$ cat config.mk
export PLATFORM = sky130hd
export DESIGN_NAME = sprite_compositor_flat
export DESIGN_NICKNAME = d
export VERILOG_FILES = /design/src/rtl/sprite_compositor_if.sv /design/src/rtl/sprite_compositor.sv /design/src/flat_wrapper.sv
export SDC_FILE = /design/constraint.sdc
export NUM_CORES = 1
export LEC_CHECK = 0
export ABC_CLOCK_PERIOD_IN_PS = 2300
export BUFFER_PORTS_ARGS = -buffer_cell sky130_fd_sc_hd__clkbuf_2
export CORE_MARGIN = 4
export CORE_UTILIZATION = 25
export DETAILED_ROUTE_END_ITERATION = 12
export SETUP_SLACK_MARGIN = 0.3
export SLEW_MARGIN = 15
export SYNTH_ARGS = -nofsm -noshare
export SYNTH_HDL_FRONTEND = slang
export SYNTH_SLANG_ARGS = --single-unit
export TNS_END_PERCENT = 30
$ cat constraint.sdc
create_clock -name clk_mhz_25 -period 2.3 [get_ports clk_mhz_25]
set_clock_uncertainty 0.05 [all_clocks]
set_input_delay 0.345 -clock clk_mhz_25 [delete_from_list [all_inputs] [get_ports clk_mhz_25]]
set_output_delay 0.345 -clock clk_mhz_25 [all_outputs]
set_load 0.05 [all_outputs]
$ cat src/rtl/sprite_compositor_if.sv
// Pixel-coordinate, object-state and composited-output bundle for sprite_compositor.
// Signal names match the original flat port list.
interface sprite_compositor_if;
  logic [8:0]  frame_x_2;
  logic [8:0]  frame_y_2;
  logic        new_frame_next;
  logic [8:0]  player_x;
  logic [8:0]  player_y;
  logic        player_alive;
  logic [8:0]  proj_x;
  logic [8:0]  proj_y;
  logic        proj_valid;
  logic [17:0] bg_color;
  logic [17:0] pixel_data;
  logic        hit_pulse;

  modport master (
    output frame_x_2, frame_y_2, new_frame_next,
    output player_x, player_y, player_alive,
    output proj_x, proj_y, proj_valid, bg_color,
    input  pixel_data, hit_pulse
  );

  modport slave (
    input  frame_x_2, frame_y_2, new_frame_next,
    input  player_x, player_y, player_alive,
    input  proj_x, proj_y, proj_valid, bg_color,
    output pixel_data, hit_pulse
  );
endinterface

$ cat src/rtl/sprite_compositor.sv
// Two-stage player/projectile compositor with per-frame overlap pulse.
// Optional COLLISION_FLASH_EN: player flashes white for 7 frames after a hit.
module sprite_compositor (
  input  logic              clk_mhz_25,
  input  logic              resetn,
  sprite_compositor_if.slave bus
);

  logic [8:0]  sh_player_x, sh_player_y, sh_proj_x, sh_proj_y;
  logic        sh_player_alive, sh_proj_valid;
  logic [17:0] sh_bg_color;

  logic [8:0]  eff_player_x, eff_player_y, eff_proj_x, eff_proj_y;
  logic        eff_player_alive, eff_proj_valid;
  logic [17:0] eff_bg_color;

  logic [9:0]  x10, y10;
  logic        vis, player_hit, proj_hit;

  logic        s1_vis, s1_player, s1_proj;
  logic [17:0] s1_bg;
  logic        overlap_acc;
  logic [17:0] player_rgb;

  // Boundary cycle uses the live inputs so pixel (0,0) already sees the new frame.
  always_comb begin
    eff_player_x     = sh_player_x;
    eff_player_y     = sh_player_y;
    eff_player_alive = sh_player_alive;
    eff_proj_x       = sh_proj_x;
    eff_proj_y       = sh_proj_y;
    eff_proj_valid   = sh_proj_valid;
    eff_bg_color     = sh_bg_color;
    if (bus.new_frame_next) begin
      eff_player_x     = bus.player_x;
      eff_player_y     = bus.player_y;
      eff_player_alive = bus.player_alive;
      eff_proj_x       = bus.proj_x;
      eff_proj_y       = bus.proj_y;
      eff_proj_valid   = bus.proj_valid;
      eff_bg_color     = bus.bg_color;
    end
  end

  always_comb begin
    x10 = {1'b0, bus.frame_x_2};
    y10 = {1'b0, bus.frame_y_2};
    vis = (bus.frame_x_2 < 9'd320) && (bus.frame_y_2 < 9'd240);
    player_hit = eff_player_alive && vis &&
                 (x10 >= {1'b0, eff_player_x}) && (x10 <= {1'b0, eff_player_x} + 10'd7) &&
                 (y10 >= {1'b0, eff_player_y}) && (y10 <= {1'b0, eff_player_y} + 10'd7);
    proj_hit   = eff_proj_valid && vis &&
                 (x10 >= {1'b0, eff_proj_x}) && (x10 <= {1'b0, eff_proj_x} + 10'd3) &&
                 (y10 >= {1'b0, eff_proj_y}) && (y10 <= {1'b0, eff_proj_y} + 10'd3);
  end

  always_ff @(posedge clk_mhz_25 or negedge resetn) begin
    if (!resetn) begin
      sh_player_x     <= '0;
      sh_player_y     <= '0;
      sh_player_alive <= 1'b0;
      sh_proj_x       <= '0;
      sh_proj_y       <= '0;
      sh_proj_valid   <= 1'b0;
      sh_bg_color     <= '0;
    end else if (bus.new_frame_next) begin
      sh_player_x     <= bus.player_x;
      sh_player_y     <= bus.player_y;
      sh_player_alive <= bus.player_alive;
      sh_proj_x       <= bus.proj_x;
      sh_proj_y       <= bus.proj_y;
      sh_proj_valid   <= bus.proj_valid;
      sh_bg_color     <= bus.bg_color;
    end
  end

  always_ff @(posedge clk_mhz_25 or negedge resetn) begin
    if (!resetn) begin
      s1_vis    <= 1'b0;
      s1_player <= 1'b0;
      s1_proj   <= 1'b0;
      s1_bg     <= '0;
    end else begin
      s1_vis    <= vis;
      s1_player <= player_hit;
      s1_proj   <= proj_hit;
      s1_bg     <= eff_bg_color;
    end
  end

  always_ff @(posedge clk_mhz_25 or negedge resetn) begin
    if (!resetn) begin
      bus.pixel_data <= '0;
    end else if (s1_proj) begin
      bus.pixel_data <= 18'h3FFC0;
    end else if (s1_player) begin
      bus.pixel_data <= player_rgb;
    end else if (s1_vis) begin
      bus.pixel_data <= s1_bg;
    end else begin
      bus.pixel_data <= '0;
    end
  end

  // On the boundary the accumulator restarts with the (0,0) overlap, seen one stage early.
  always_ff @(posedge clk_mhz_25 or negedge resetn) begin
    if (!resetn) begin
      overlap_acc   <= 1'b0;
      bus.hit_pulse <= 1'b0;
    end else if (bus.new_frame_next) begin
      bus.hit_pulse <= overlap_acc;
      overlap_acc   <= player_hit && proj_hit;
    end else begin
      bus.hit_pulse <= 1'b0;
      if (s1_player && s1_proj) overlap_acc <= 1'b1;
    end
  end

`ifdef COLLISION_FLASH_EN
  logic [2:0] flash_cnt;

  always_ff @(posedge clk_mhz_25 or negedge resetn) begin
    if (!resetn) begin
      flash_cnt <= '0;
    end else if (bus.new_frame_next) begin
      if (overlap_acc) flash_cnt <= 3'd7;
      else if (flash_cnt != '0) flash_cnt <= flash_cnt - 3'd1;
    end
  end

  always_comb player_rgb = (flash_cnt != '0) ? 18'h3FFFF : 18'h3F410;
`else
  always_comb player_rgb = 18'h3F410;
`endif

endmodule

$ cat src/flat_wrapper.sv
// flat-port wrapper written by rule: the top's interface ports become plain ports
module sprite_compositor_flat 
  (clk_mhz_25, resetn, bus_frame_x_2, bus_frame_y_2, bus_new_frame_next, bus_player_x, bus_player_y, bus_player_alive, bus_proj_x, bus_proj_y, bus_proj_valid, bus_bg_color, bus_pixel_data, bus_hit_pulse);
  sprite_compositor_if bus_i ();
  input  logic clk_mhz_25;
  input  logic resetn;
  input wire logic [$bits(bus_i.frame_x_2)-1:0] bus_frame_x_2;
  input wire logic [$bits(bus_i.frame_y_2)-1:0] bus_frame_y_2;
  input wire logic [$bits(bus_i.new_frame_next)-1:0] bus_new_frame_next;
  input wire logic [$bits(bus_i.player_x)-1:0] bus_player_x;
  input wire logic [$bits(bus_i.player_y)-1:0] bus_player_y;
  input wire logic [$bits(bus_i.player_alive)-1:0] bus_player_alive;
  input wire logic [$bits(bus_i.proj_x)-1:0] bus_proj_x;
  input wire logic [$bits(bus_i.proj_y)-1:0] bus_proj_y;
  input wire logic [$bits(bus_i.proj_valid)-1:0] bus_proj_valid;
  input wire logic [$bits(bus_i.bg_color)-1:0] bus_bg_color;
  output wire logic [$bits(bus_i.pixel_data)-1:0] bus_pixel_data;
  output wire logic [$bits(bus_i.hit_pulse)-1:0] bus_hit_pulse;
  assign bus_i.frame_x_2 = bus_frame_x_2;
  assign bus_i.frame_y_2 = bus_frame_y_2;
  assign bus_i.new_frame_next = bus_new_frame_next;
  assign bus_i.player_x = bus_player_x;
  assign bus_i.player_y = bus_player_y;
  assign bus_i.player_alive = bus_player_alive;
  assign bus_i.proj_x = bus_proj_x;
  assign bus_i.proj_y = bus_proj_y;
  assign bus_i.proj_valid = bus_proj_valid;
  assign bus_i.bg_color = bus_bg_color;
  assign bus_pixel_data = bus_i.pixel_data;
  assign bus_hit_pulse = bus_i.hit_pulse;
  sprite_compositor u_core (.clk_mhz_25(clk_mhz_25), .resetn(resetn), .bus(bus_i));
endmodule
==> run metrics <==
startpoint types=flop; Remaining DRCs=0; CP most frequent cell=o211ai_1; cell-internal power=2.97 mW; I/O pins=96; Crit Reg-Reg Endpoint=u_core.overlap_acc; die area=about 0.023 mm2; area of the mapped netlist=between 0.005 and 0.006 mm2; port bufs=95; fraction of registers with async set or reset after synthesis=between 90% and 100%; status=finished with violations; pin count of the biggest net entering global routing=48; endpoints failing setup=2; crit path launch=u_core.sh_player_x[1]; starting density of the core=25.7%; Syn. warnings=0; Slew HR=a little over half; top cells by area, synth=dfrtp_1 (38%), ha_1 (18%), mux2_2 (4.9%); CP arrival=between 2 and 3 ns; chip width=roughly 150 um; Num CTS Buffers=9; first-pass GRT wire length=22400 um; number of cells on the critical path=11; final hold vios=0; Synth Area per Inst=10.7 um2; CTS H-Tree Depth=3; routed len/inst=14.1 um; max-slew violations=0; synth unique cells=between 50 and 60; DP HPWL=11100 um; Hold Path Class=input pin to flop; initial drt markers=approximately 130; Clk pwr share=around a third; Net Switching=between 1 and 1.5 mW; cell taking the most area after synthesis=dfrtp_1; Logic pwr share=about a third; failing checks=negative setup slack; critical path cell sequence=mux2i_2 > buf_4 > nand3_1 > xnor2_1 > ha_1 > a211o_1 > o211ai_1 > a31oi_1 > o211ai_1 > and4b_4 > a31o_1; post-synthesis net count=645; Rows=between 50 and 60; WHS=between 0.15 and 0.2 ns; Die Y=153 um; Final ANT Viol Nets=0; clock-pin slew on the worst setup and hold paths=around 0.06 ns; Core Region=between 0.02 and 0.025 mm2; WS Path Type=flop to flop; crit-path max cell delay=0.37 ns; layout filler cell count=2108; count leader, synth=dfrtp_1; gpl congestion=0.826; Crit path max-delay family=compound AO/OA/AOI/OAI gates; r2r setup slk=-0.23 ns; Util after Layout=a little over a third; Pre-antenna DRT Iters=4; total track usage=11.8%; Pwr Total=4.37 mW; R2R depth=11; clk_lat worst skew=between 0.3 and 0.4 ns; Final min period=about 2.5 ns; remaining global-route overflow=0; R2R Path Start=u_core.sh_player_x[1]; via count=between 4k and 5k; Worst-Margin Slew=0.713 ns; crit share post-route=110%; CTS tree=built; routed vias/inst=around 4.4; Gate Count Post-Synth=492; Worst Setup End Kind=flop; Clock Path Buffers=2; initial antenna violation count=0; area delta synth->final=38.6%; WP data required=2.53 ns; share of power burned in registers=a little over a third; routed wire length=around 14000 um; Maximum Capacitance Violations=0; fmax=a little under 400 MHz; CTS root buf=clkbuf_16; setup ws final=-0.230 ns; crit path to=u_core.overlap_acc; Cell Pwr Density=between 600 and 700 mW/mm2; share of post-route cells with drive strength above 1=40.1%; Final Net Count=between 800 and 900; sequential-to-total area share from yosys stat=between 30% and 40%; worst path bufs/invs=1; clock sinks=between 70 and 80; IR drop worst, VDD=0.000294 V; unrepaired setup endpoints after global routing=true; top cells by count, synth=dfrtp_1 (79), ha_1 (76), inv_1 (42), nand2_1 (34), mux2i_1 (25); antenna fix cells=0; top cell type's share of synthesized area=roughly 38%; P_leak=between 3 and 4 nW; sw frac=approximately a third; Synth Register Bits=79; Slowest cell on crit path=dfrtp_1; leading register cell type out of synthesis=dfrtp_1; Post-synth EDFFs=0; CP max FO=3; vias in the first global route=around 4.5k
## cell type report
class	instances	area [um2]	area share, %
multi-input combinational	357	3200	43.9
sequential	79	1980	27.2
timing repair buffer	200	1310	18.0
tap	270	338	4.64
clock buffer	10	239	3.29
inverter	43	161	2.22
clock inverter	6	52.6	0.722
## how the worst min path moves through the flow
stage,startpoint,to,slack (ns),cells after the start
3_5_place_dp,resetn,u_core.bus.pixel_data[12],0.27,1
2_1_floorplan,resetn,u_core.bus.hit_pulse,-0.0006,0
4_1_cts,bus_bg_color[14],u_core.sh_bg_color[14],0.17,2
5_1_grt,bus_bg_color[7],u_core.sh_bg_color[7],0.17,2
6_report,bus_bg_color[14],u_core.sh_bg_color[14],0.18,2
3_3_place_gp,resetn,u_core.bus.pixel_data[12],0.27,1
## logic make-up after synthesis
logic type | synth area share, %
buffers and inverters | 4.93
AO/OA/AOI/OAI | 11.3
XOR/XNOR | 4.84
adder cells (fa/ha/maj) | 18.1
flip-flops | 37.7
AND/OR/NAND/NOR | 11.9
multiplexers | 11.2
## layer usage
metal  GRT usage (%)  vias to the layer above  wire length [um]
li1                -                     2180                 -
met1            16.1                     2006              6630
met2            18.8                       87              6160
met3            3.28                       12               689
met4            2.46                        0               134
met5               0                        -                 0
## flip-flops by register name (all words and copies together), names as in the netlist
signal                  cells
u_core.s1_proj              1
u_core.bus.pixel_data      18
u_core.sh_proj_x            9
u_core.sh_player_alive      1
u_core.sh_proj_y            9
u_core.overlap_acc          1
u_core.s1_player            1
u_core.s1_vis               1
u_core.sh_player_y          9
u_core.sh_bg_color         18
u_core.sh_proj_valid        1
u_core.bus.hit_pulse        1
u_core.sh_player_x          9
## power groups by stage
stage | Sequential (mW) | Combinational [mW] | Clock (mW)
4_1_cts | 1.58 | 1.35 | 1.46
3_5_place_dp | 1.60 | 1.33 | 0
5_1_grt | 1.60 | 1.56 | 1.51
6_report | 1.58 | 1.39 | 1.40
3_3_place_gp | 1.60 | 1.31 | 0
2_1_floorplan | 1.68 | 0.719 | 0
## cell usage in the layout, fill, tap and decap left out, types with 3 or more instances in the layout
| master | instances |
|---|---|
| a211oi_1 | 4 |
| a21o_1 | 8 |
| a21oi_1 | 17 |
| a31oi_1 | 3 |
| a32o_1 | 3 |
| and3_1 | 6 |
| and4_1 | 3 |
| buf_4 | 102 |
| clkbuf_16 | 9 |
| clkbuf_2 | 93 |
| dfrtp_1 | 79 |
| ha_1 | 72 |
| ha_2 | 4 |
| inv_1 | 42 |
| mux2_2 | 23 |
| mux2i_1 | 18 |
| mux2i_2 | 8 |
| mux2i_4 | 4 |
| nand2_1 | 33 |
| nand3_1 | 16 |
| nand4_1 | 12 |
| nor2_1 | 12 |
| nor2b_1 | 7 |
| nor3_1 | 5 |
| o2111ai_1 | 4 |
| o211ai_1 | 3 |
| o21a_1 | 5 |
| o21ai_0 | 13 |
| xnor2_1 | 24 |
| xor2_1 | 5 |
## what timing repair did
| item | in CTS | in global routing |
|---|---|---|
| gates resized for setup | 12 | 21 |
| endpoints found under the setup margin | 3 | 3 |
| hold buffers | 1 | 0 |
| pin swaps | 6 | 12 |
| gates cloned | 0 | 0 |
| endpoints found under the hold margin | 32 | 0 |
| buffers inserted | 1 | 3 |
## stage by stage
step | cell area [um2] | cells | setup slack (ns) | TNS, ns
2_1_floorplan | 5320 | 492 | -0.752 | -1.87
3_3_place_gp | 6770 | 944 | -0.728 | -1.89
3_5_place_dp | 6770 | 944 | -0.790 | -2.06
4_1_cts | 7140 | 962 | -0.232 | -0.310
5_1_grt | 7270 | 965 | -0.384 | -0.804
6_report | 7270 | 965 | -0.230 | -0.324
Note: power is estimated with default switching activity, not from simulation.
